`src/rtl/cga_pkg.sv`:
```
// Shared types for the CGA video RAM scheduler: return-path owner tags,
// grant FSM states and default bus widths.
package cga_pkg;

   localparam int CGA_AW = 14;
   localparam int CGA_DW = 8;

   typedef enum logic [1:0] {
      TAG_NONE = 2'd0,
      TAG_CHAR = 2'd1,
      TAG_ATT  = 2'd2,
      TAG_CPU  = 2'd3
   } tag_e;

   typedef enum logic [1:0] {
      ST_IDLE       = 2'd0,
      ST_FETCH_CHAR = 2'd1,
      ST_FETCH_ATT  = 2'd2
   } state_e;

endpackage

```
`src/rtl/cga_vram_retpipe.sv`:
```
// Return path: remembers who owned last cycle's VRAM slot and steers the
// read data that arrives one cycle later to that owner.
module cga_vram_retpipe
   import cga_pkg::*;
#(
   parameter int DW = CGA_DW
) (
   input  logic          clk,
   input  logic          reset_n,
   input  tag_e          i_tag,
   input  logic          i_cpu_we,
   input  logic          i_done_ok,
   input  logic [DW-1:0] i_ram_rdata,
   output logic          o_cpu_ack,
   output logic [DW-1:0] o_cpu_rdata,
   output logic [DW-1:0] o_char_byte,
   output logic [DW-1:0] o_att_byte,
   output logic          o_fetch_done
);

   tag_e          r_tag;
   logic          r_tag_we;
   logic          r_done_ok;
   logic          r_fetch_done;
   logic [DW-1:0] r_cpu_rdata;
   logic [DW-1:0] r_char_byte;
   logic [DW-1:0] r_att_byte;
   logic          w_cpu_rd;

   always_ff @(posedge clk or negedge reset_n) begin
      if (!reset_n) begin
         r_tag        <= TAG_NONE;
         r_tag_we     <= 1'b0;
         r_done_ok    <= 1'b0;
         r_fetch_done <= 1'b0;
         r_cpu_rdata  <= '0;
         r_char_byte  <= '0;
         r_att_byte   <= '0;
      end else begin
         r_tag        <= i_tag;
         r_tag_we     <= i_cpu_we;
         r_done_ok    <= i_done_ok;
         r_fetch_done <= (r_tag == TAG_ATT) && r_done_ok;
         case (r_tag)
            TAG_CHAR: r_char_byte <= i_ram_rdata;
            TAG_ATT:  r_att_byte  <= i_ram_rdata;
            TAG_CPU:  if (!r_tag_we) r_cpu_rdata <= i_ram_rdata;
            default:  ;
         endcase
      end
   end

   // CPU read data must be valid in the ack cycle itself, so bypass the
   // holding register while the returning byte is on ram_rdata.
   assign w_cpu_rd     = (r_tag == TAG_CPU) && !r_tag_we;
   assign o_cpu_ack    = (r_tag == TAG_CPU);
   assign o_cpu_rdata  = w_cpu_rd ? i_ram_rdata : r_cpu_rdata;
   assign o_char_byte  = r_char_byte;
   assign o_att_byte   = r_att_byte;
   assign o_fetch_done = r_fetch_done;

endmodule

```
`src/rtl/cga_vram_sched.sv`:
```
// Per-cycle owner arbitration of the single-port CGA VRAM between the
// display fetch pair (absolute priority) and the CPU bus interface.
//
// state         | meaning
// ST_IDLE       | slot free; CPU may be granted
// ST_FETCH_CHAR | slot owned by display, character byte {addr,0}
// ST_FETCH_ATT  | slot owned by display, attribute byte {addr,1}
module cga_vram_sched
   import cga_pkg::*;
#(
   parameter int AW = CGA_AW,
   parameter int DW = CGA_DW
) (
   input  logic          clk,
   input  logic          reset_n,
   input  logic          char_tick,
   input  logic          display_enable,
   input  logic [AW-2:0] crtc_addr,
   input  logic          cpu_req,
   input  logic          cpu_we,
   input  logic [AW-1:0] cpu_addr,
   input  logic [DW-1:0] cpu_wdata,
   output logic          cpu_ack,
   output logic [DW-1:0] cpu_rdata,
   output logic          cpu_wait,
   output logic [AW-1:0] ram_addr,
   output logic          ram_we,
   output logic [DW-1:0] ram_wdata,
   input  logic [DW-1:0] ram_rdata,
   output logic [DW-1:0] char_byte,
   output logic [DW-1:0] att_byte,
   output logic          fetch_done,
   output logic          overrun
);

   state_e        r_state;
   state_e        w_state_nxt;
   logic [AW-2:0] r_crtc_addr;
   logic          r_live;
   logic          r_overrun;
   tag_e          w_tag;
   logic          w_tag_we;
   logic          w_done_ok;
   logic          w_fetch_req;
   logic          w_cpu_gnt;

   always_ff @(posedge clk or negedge reset_n) begin
      if (!reset_n) begin
         r_state     <= ST_IDLE;
         r_crtc_addr <= '0;
         r_live      <= 1'b0;
         r_overrun   <= 1'b0;
      end else begin
         r_state     <= w_state_nxt;
         r_live      <= 1'b1;
         r_overrun   <= char_tick && (r_state != ST_IDLE);
         if (char_tick) r_crtc_addr <= crtc_addr;
      end
   end

   assign w_fetch_req = char_tick && display_enable;

   // An ack this cycle means a grant last cycle, which enforces the
   // one-access-per-two-cycles CPU spacing. r_live keeps the bus quiet
   // while in reset and for the first clock after release.
   assign w_cpu_gnt = r_live && (r_state == ST_IDLE) && !char_tick &&
                      cpu_req && !cpu_ack;

   always_comb begin
      w_state_nxt = r_state;
      w_tag       = TAG_NONE;
      w_tag_we    = 1'b0;
      w_done_ok   = 1'b0;
      ram_addr    = '0;
      ram_we      = 1'b0;
      ram_wdata   = '0;
      case (r_state)
         ST_IDLE: begin
            if (w_fetch_req) w_state_nxt = ST_FETCH_CHAR;
            if (w_cpu_gnt) begin
               ram_addr  = cpu_addr;
               ram_we    = cpu_we;
               ram_wdata = cpu_wdata;
               w_tag     = TAG_CPU;
               w_tag_we  = cpu_we;
            end
         end
         ST_FETCH_CHAR: begin
            ram_addr = {r_crtc_addr, 1'b0};
            w_tag    = TAG_CHAR;
            if (char_tick) w_state_nxt = display_enable ? ST_FETCH_CHAR : ST_IDLE;
            else           w_state_nxt = ST_FETCH_ATT;
         end
         ST_FETCH_ATT: begin
            ram_addr    = {r_crtc_addr, 1'b1};
            w_tag       = TAG_ATT;
            // A tick here aborts the pair: the byte still lands, no done.
            w_done_ok   = !char_tick;
            w_state_nxt = w_fetch_req ? ST_FETCH_CHAR : ST_IDLE;
         end
         default: w_state_nxt = ST_IDLE;
      endcase
   end

   cga_vram_retpipe #(
      .DW (DW)
   ) u_retpipe (
      .clk          (clk),
      .reset_n      (reset_n),
      .i_tag        (w_tag),
      .i_cpu_we     (w_tag_we),
      .i_done_ok    (w_done_ok),
      .i_ram_rdata  (ram_rdata),
      .o_cpu_ack    (cpu_ack),
      .o_cpu_rdata  (cpu_rdata),
      .o_char_byte  (char_byte),
      .o_att_byte   (att_byte),
      .o_fetch_done (fetch_done)
   );

   assign cpu_wait = cpu_req && !cpu_ack;
   assign overrun  = r_overrun;

endmodule

```
`config.mk`:
```
export PLATFORM = sky130hd
export DESIGN_NAME = cga_vram_sched
export DESIGN_NICKNAME = d
export VERILOG_FILES = /design/src/rtl/cga_pkg.sv /design/src/rtl/cga_vram_retpipe.sv /design/src/rtl/cga_vram_sched.sv
export SDC_FILE = /design/constraint.sdc
export NUM_CORES = 1
export LEC_CHECK = 0
export ABC_AREA = 1
export CAP_MARGIN = 20
export CORE_ASPECT_RATIO = 1.2
export CORE_MARGIN = 4
export CORE_UTILIZATION = 34
export DETAILED_ROUTE_END_ITERATION = 10
export PLACE_DENSITY = 0.7
export RECOVER_POWER = 25
export SKIP_LAST_GASP = 1
export SLEW_MARGIN = 20
export SYNTH_ARGS = -nofsm -noshare
export SYNTH_HDL_FRONTEND = slang
export SYNTH_SLANG_ARGS = --single-unit
```
`constraint.sdc`:
```
create_clock -name clk -period 2.3 [get_ports clk]
set_clock_uncertainty 0.15 [all_clocks]
set_input_delay 0.575 -clock clk [delete_from_list [all_inputs] [get_ports clk]]
set_output_delay 0.575 -clock clk [all_outputs]
set_load 0.02 [all_outputs]
```
# Word-level counts from Yosys, hierarchy flattened
# Cells that the tools add are included.
# W data, S select, Z words.
[classes]
add_sub_neg = 0
n_mul = 0
n_div = 0
n_lt_le_gt_ge = 0
n_eq_ne = 6
n_shift = 0
muxes = 15
n_bitwise = 1
n_reduce_logical = 15
[op_table]
columns = ["op", "count"]
rows = [
  ["$pmux W14 S3", 1],
  ["$mux W8", 3],
  ["$mux W14", 1],
  ["$pmux W2 S3", 2],
  ["$logic_and A1 B1 Y1", 9],
  ["$eq A2 B2 Y1 const B", 3],
  ["$mux W2", 3],
  ["$mux W1", 5],
  ["$eq A2 B1 Y1 const B", 2],
  ["$logic_not A1 Y1", 3],
  ["$logic_not A2 Y1", 1],
  ["$ne A2 B2 Y1 const B", 1],
  ["$reduce_and A2 Y1", 1],
  ["$reduce_bool A2 Y1", 1],
  ["$not A1 Y1", 1],
]
[word_totals]
regBits = 46
latch_bits = 0
ramBits = 0
rom_bits = 0
inputBits = 49
output_inout_bits = 51
wordCells = 48
memories = 0

# Longest topological paths before layout
# Gate-level depths: netlist of run 1.
[depth]
word_depth = 7
ltp_mapped = 7
ltp_nobuf = 6

# Hierarchy
# A second synthesis of run 1 with hierarchy kept.
[unflattened]
cells_unflattened = 298
hier_area_um2 = 2358.5
[modules_own_cells]
columns = ["module", "n_inst", "cells_each", "area_each_um2", "seq_area_each_um2"]
rows = [
  ["cga_vram_sched", 1, 183, 1238.7, 425.4],
  ["cga_vram_retpipe", 1, 115, 1119.8, 725.7],
]

# Worst setup path before layout of run 1
# Ideal clock, no wire load.
[synth_path]
path_type = "input to output"
startpoint = "input char_tick"
endpoint = "output ram_we"
t_arrival_ns = 1.484
t_required_ns = 1.575
path_slack_ns = 0.091
path_stages = 7
path_buffers = 2
path_cell_list = "buf_6 > clkinv_4 > nand2_2 > nor2_4 > nand2_1 > buf_2 > nor2_1"
[synth_via]
elab_chain_cells = 6
[synth_rtl]
columns = ["item", "line", "text"]
rows = [
  ["from (decl)", "cga_vram_sched.sv:16", "input logic char_tick,"],
  ["$logic_not A1 Y1", "cga_vram_sched.sv:66", "assign w_cpu_gnt = r_live && (r_state == ST_IDLE) && !char_tick &&"],
  ["$logic_and A1 B1 Y1 (2 in series)", "cga_vram_sched.sv:66", ""],
  ["$logic_and A1 B1 Y1", "cga_vram_sched.sv:67", "cpu_req && !cpu_ack;"],
  ["$mux W1", "cga_vram_sched.sv:80", "if (w_cpu_gnt) begin"],
  ["$mux W1", "cga_vram_sched.sv:77", "case (r_state)"],
  ["to (decl)", "cga_vram_sched.sv:27", "output logic ram_we,"],
]
# Every way passes these cells.

# Final worst setup path of run 1
[layout_path]
startpoint = "input ram_rdata[0]"
endpoint = "output cpu_rdata[0]"
[layout_via]
elab_chain_cells = 1
[layout_rtl]
columns = ["item", "line", "text"]
rows = [
  ["from (decl)", "cga_vram_sched.sv:29", "input logic [DW-1:0] ram_rdata,"],
  ["$mux W8", "cga_vram_retpipe.sv:57", "assign o_cpu_rdata = w_cpu_rd ? i_ram_rdata : r_cpu_rdata;"],
  ["to (decl)", "cga_vram_sched.sv:24", "output logic [DW-1:0] cpu_rdata,"],
]
# Every way passes these cells.

==> results of run 1 <==
-- power by group --
group / leakage (nW) / internal, mW / switching (mW) / total, mW
Combinational: 1.24 / 0.429 / 0.436 / 0.865
Clock: 0.0714 / 0.463 / 0.270 / 0.733
Sequential: 0.573 / 0.943 / 0.0682 / 1.01
-- area by class of cell --
| class | count | area, sq um |
|---|---|---|
| timing repair buffer | 139 | 1290 |
| clock inverter | 2 | 60.1 |
| tap | 80 | 100 |
| multi-input combinational | 164 | 812 |
| sequential | 46 | 1150 |
| clock buffer | 6 | 82.6 |
| inverter | 30 | 118 |
| fill | 531 | 2170 |
-- synthesized netlist by cell type --
master,number
a21oi_1,1
a21oi_2,1
and3_1,1
buf_2,6
buf_4,1
buf_6,2
clkbuf_1,3
clkinv_4,1
conb_1,1
dfrtp_1,46
inv_1,28
inv_2,1
nand2_1,93
nand2_2,2
nand3_1,24
nor2_1,14
nor2_4,1
o21ai_0,15
o21ai_1,1
o21ai_2,8
or2_1,1
-- worst max-delay path, delay by kind of cell --
kind / cells / cell delay, ps
buffers and inverters: 3 / 720
AOI/OAI and AO/OA: 1 / 240
-- stage by stage --
step | power, mW | hold slack [ps] | std cells | setup WS (ps)
after global routing | 2.75 | 337 | 467 | -64.0
after floorplan | 1.39 | 129 | 251 | 90.7
after global placement | 1.87 | 305 | 451 | -759
after CTS | 2.61 | 217 | 462 | -38.4
after detailed placement | 1.89 | 309 | 451 | -808
final | 2.61 | 322 | 467 | 33.4
-- sequential cells by signal, summed over array words and instances, names as in the netlist, 2 cells and up --
signal and count:
r_state 2, u_retpipe.o_char_byte 8, r_crtc_addr 13, u_retpipe.r_cpu_rdata 8, u_retpipe.r_tag 2, u_retpipe.o_att_byte 8
-- per-layer routing --
metal,up-vias,wire length (um),global-route usage
li1,1039,-,-
met1,949,2560,0.195
met2,91,3090,0.270
met3,7,495,0.0482
met4,0,60,0.0458
met5,-,0,0
-- timing repair --
item	CTS	global route
cloned	1	2
resized for setup	160	31
setup endpoints to repair	32	29
setup buffers	2	3
pin swaps	2	12
-- cell families (layout without fill, tap and decap cells) --
| family | after synthesis | after routing | synth area share |
|---|---|---|---|
| AND/OR/NAND/NOR | 136 | 137 | 0.270 |
| flip-flops | 46 | 46 | 0.557 |
| buffers and inverters | 42 | 177 | 0.0915 |
| AO/OA/AOI/OAI | 26 | 26 | 0.0793 |
| other | 1 | 1 | 0.00182 |
-- worst paths after layout --
check,end,slack [ps]
worst max-delay path,cpu_rdata[0],30
worst min-delay path,u_retpipe.o_fetch_done,320
worst max register to register,u_retpipe.o_att_byte[1],900
worst min register to register,u_retpipe.o_fetch_done,320
max in group asynchronous,u_retpipe.o_att_byte[2],900
min in group asynchronous,u_retpipe.o_att_byte[0],420
==> results.yml, run 1 <==
status:
  status: "finished, final reports clean"
power_and_ir_drop:
  power_density_mw_per_mm2: 722
  peakVddDrop_v: 0.000308
  leakage_nw: 1.88
grt:
  grt_pass1_wl_mm: 9.40
  grt_start_max_net_pins: 47
  grt_pass1_vias: 1983
  antenna_found_initial: 0
  grt_overflow_total: 0
  grt_usage: 0.159
clock_network:
  hold_buffers: 0
  numCtsBuffers: 5
  cts_tree: "built"
  cts.clk_slew.worst_paths_ps: 80
  root_buffer: "clkbuf_8"
  htreeDepth: 2
  clockBufferDepth: 2
  clock_latency_ps: 290
  clock_sinks: 46
timing:
  setup_tns_ps: 0
  slew_headroom: 0.249
  post-route-period-util: 0.985
  setup_viol: 0
  layout_min_cycle_time_ps: 2270
  slew_violations: 0
  rsz0062_at_grt: "yes"
  hold_viol_final: 0
  worstMarginPinSlew_ps: 1130
  max_freq_mhz: 441
route:
  drt_iter0_markers: 86
  avgRoutedWirePerCell_um: 13.3
  vias: 2086
  first_pass_iters: 5
  drt_wl_total_mm: 6.21
  vias_per_cell: 4.47
  ant_nets: 0
  drcViolationCount: 0
yosys:
  postSynthCellCount: 251
  yosys.cell_types.count: 21
  ys_seq_area_frac: 0.557
  synth.area.top_cells: "dfrtp_1 (56%), nand2_1 (17%), nand3_1 (5.8%)"
  synth.largest_area_cell: "dfrtp_1"
  ys.warnings.count: 0
  synth.ff_latch_count: 46
  syn_nets: 300
  avgSynthCellArea_sq_um: 8.23
  synth_area_sq_mm: 0.00207
  synth_top_area_share: 0.557
worst_setup_path:
  reg2reg_from: "u_retpipe.r_tag[0]"
  required_ps: 1570
  crit_chain: "clkdlybuf4s50_1 > inv_1 > o21ai_0 > buf_2"
  rr_worst_depth: 5
  criticalPathCategory: "input pin to primary output"
  startpoint_type: "input pin"
  crit_path_max_incr_delay_ps: 450
  startpoint: "ram_rdata[0]"
  critPathArrivalTime_ps: 1540
  path_max_fanout: 2
  crit_slowest_cell: "clkdlybuf4s50_1"
  critPathCaptureType: "primary output"
floorplan:
  coreArea_sq_mm: 0.00578
  rows: 30
  die-area_sq_mm: 0.00739
  dieHeight_um: 93.4
  pin_count: 100
  fp.dieW_um: 79.2
  initial_utilization: 0.357
finish:
  antenna_cells: 0
  layout_commonest_cell: "nand2_1"
  syn_to_final_growth_pct: 74.9
  fin_util: 0.625
  final_nets: 435
  drive_above_1_share: 0.295
  fin_area_sq_mm: 0.00361
  mostFrequentLayoutCells: "nand2_1 (90), clkdlybuf4s50_1 (63), dfrtp_1 (46)"
run:
  drv_cap: 0
placed_design:
  place_congestion: 0.782
  dpl-instance-area_sq_mm: 0.00337
  port_buffers: 99
  dpl.hpwl_mm: 4.21
hold_path:
  hold_class: "register to register"
  whs_path_depth: 2
  min_from: "u_retpipe.r_done_ok"
Note: power is estimated with default switching activity, not from simulation.
==> run 2, diff against run 1 <==
--- a/config.mk
+++ b/config.mk
@@ -7,11 +7,14 @@
 export LEC_CHECK = 0
 export ABC_AREA = 1
 export CAP_MARGIN = 20
+export CELL_PAD_IN_SITES_DETAIL_PLACEMENT = 1
+export CELL_PAD_IN_SITES_GLOBAL_PLACEMENT = 1
 export CORE_ASPECT_RATIO = 1.2
 export CORE_MARGIN = 4
-export CORE_UTILIZATION = 34
+export CORE_UTILIZATION = 30
 export DETAILED_ROUTE_END_ITERATION = 10
-export PLACE_DENSITY = 0.7
+export MAX_ROUTING_LAYER = met4
+export PLACE_DENSITY = 0.85
 export RECOVER_POWER = 25
 export SKIP_LAST_GASP = 1
 export SLEW_MARGIN = 20
==> results.yml, run 2 (synthesis results as in run 1) <==
timing:
  layout_setup_ws_ps: -8.64
  slew_violations: 0
  max_freq_mhz: 433
  setup_viol: 3
  fin_hold_ws_ps: 307
  worstMarginPinSlew_ps: 1100
  post-route-period-util: 1.00
  rsz0062_at_grt: "yes"
  slew_headroom: 0.266
  layout_min_cycle_time_ps: 2310
  hold_viol_final: 0
clock_network:
  cts.clk_slew.worst_paths_ps: 90
  hold_buffers: 0
  clock_sinks: 46
  clockBufferDepth: 2
  clock_latency_ps: 290
  cts_tree: "built"
  numCtsBuffers: 5
  htreeDepth: 2
  root_buffer: "clkbuf_8"
floorplan:
  rows: 32
  die-area_sq_mm: 0.00828
  fp.dieW_um: 83.8
  initial_utilization: 0.315
  coreArea_sq_mm: 0.00657
  dieHeight_um: 98.9
  pin_count: 100
finish:
  seq_area_sq_mm: 0.00115
  fillers: 783
  mostFrequentLayoutCells: "nand2_1 (80), clkdlybuf4s50_1 (63), dfrtp_1 (46)"
  largest_register_ff_count: 13
  final_nets: 437
  antenna_cells: 0
  syn_to_final_growth_pct: 81.5
  layout_commonest_cell: "nand2_1"
  top_register: "r_crtc_addr"
  multi_input_area_sq_um: 915
  drive_above_1_share: 0.357
worst_setup_path:
  required_ps: 1570
  rr_endpoint: "u_retpipe.o_char_byte[1]"
  path_max_fanout: 7
  rr_worst_depth: 5
  critPathArrivalTime_ps: 1580
  reg2reg_from: "u_retpipe.r_tag[1]"
  critPathCaptureType: "primary output"
  r2r_slack_ps: 770
  criticalPathCategory: "register to primary output"
  startpoint_type: "register"
grt:
  antenna_found_initial: 0
  grt_usage: 0.168
  grt_overflow_total: 0
  grt_start_max_net_pins: 28
  grt_pass1_vias: 2207
  grt_pass1_wl_mm: 10.9
power_and_ir_drop:
  finalPower_mw: 2.54
  power_density_mw_per_mm2: 678
  peakVddDrop_v: 0.000312
  leakage_nw: 1.87
route:
  first_pass_iters: 4
  avgRoutedWirePerCell_um: 16.4
  ant_nets: 0
  drt_wl_total_mm: 7.77
  vias_per_cell: 4.58
  drcViolationCount: 0
  drt_iter0_markers: 63
  vias: 2171
run:
  drv_cap: 0
status:
  status: "finished with violations"
  violations: "setup timing"
hold_path:
  hold_class: "input pin to async pin"
placed_design:
  dpl.hpwl_mm: 5.12
  place_congestion: 0.769
  port_buffers: 99
run 2: changes by cell type in the layout (fill, tap and decap cells not counted), moves of 4 or more:
cell,previous run,this run
nand2_1,90,80
buf_2,15,6
nand2_2,2,12
nor2_1,11,5
buf_6,11,19
nand3_2,6,12
nand3_1,18,12
nor2_4,1,5
run 2: metrics by stage:
| stage | setup WS [ps] | TNS (ps) | util | cells | cell area, sq um |
|---|---|---|---|---|---|
| detailed placement | -760 | -19640 | 0.512 | 456 | 3360 |
| floorplan | 90.7 | 0 | - | 251 | 2070 |
| global placement | -712 | -18520 | 0.512 | 456 | 3360 |
| finish | -8.64 | -21.5 | 0.571 | 474 | 3750 |
| global route | -89.6 | -929 | 0.571 | 474 | 3750 |
| CTS | -87.5 | -277 | 0.532 | 468 | 3490 |
run 2: area by class of cell:
type	count	area share
Clock inverter	3	0.0120
Multi-Input combinational cell	164	0.244
Timing Repair Buffer	141	0.359
Tap cell	85	0.0284
Clock buffer	5	0.0184
Inverter	30	0.0314
Sequential cell	46	0.307
run 2: power breakdown:
part           total [mW]  switching (mW)  internal [mW]
logic               0.917           0.473          0.444
registers            1.01          0.0689          0.942
clock network       0.612           0.289          0.324
run 2: per-layer routing:
layer | global-route usage | vias to the layer above | part of all wire
met3 | 0.0443 | 4 | 0.062
li1 | - | 1043 | -
met1 | 0.183 | 1043 | 0.39
met4 | 0.0371 | 0 | 0.0046
met5 | - | - | 0
met2 | 0.306 | 81 | 0.55
run 2: how the worst max path moves through the flow:
| stage | startpoint | to | cells after the start |
|---|---|---|---|
| 2_1_floorplan | char_tick | ram_we | 7 |
| 3_3_place_gp | char_tick | ram_we | 7 |
| 3_5_place_dp | char_tick | ram_we | 7 |
| 4_1_cts | u_retpipe.r_tag[1] | cpu_rdata[6] | 5 |
| 5_1_grt | u_retpipe.r_tag[0] | cpu_rdata[7] | 5 |
| 6_report | u_retpipe.r_tag[1] | ram_addr[3] | 7 |
run 2: what timing repair did:
| action | in CTS | in global routing |
|---|---|---|
| setup buffers | 3 | 4 |
| gates cloned | 1 | 2 |
| pin swaps | 1 | 18 |
| setup endpoints to repair | 32 | 32 |
| gates resized for setup | 162 | 77 |
run 2: critical path, cell delays in order, from the launching register on:
cell and delay (ps):
dfrtp_1 410, buf_6 130, a21oi_4 200, buf_6 150, buf_16 120, nand3_1 80
nand2_1 70, buf_4 140
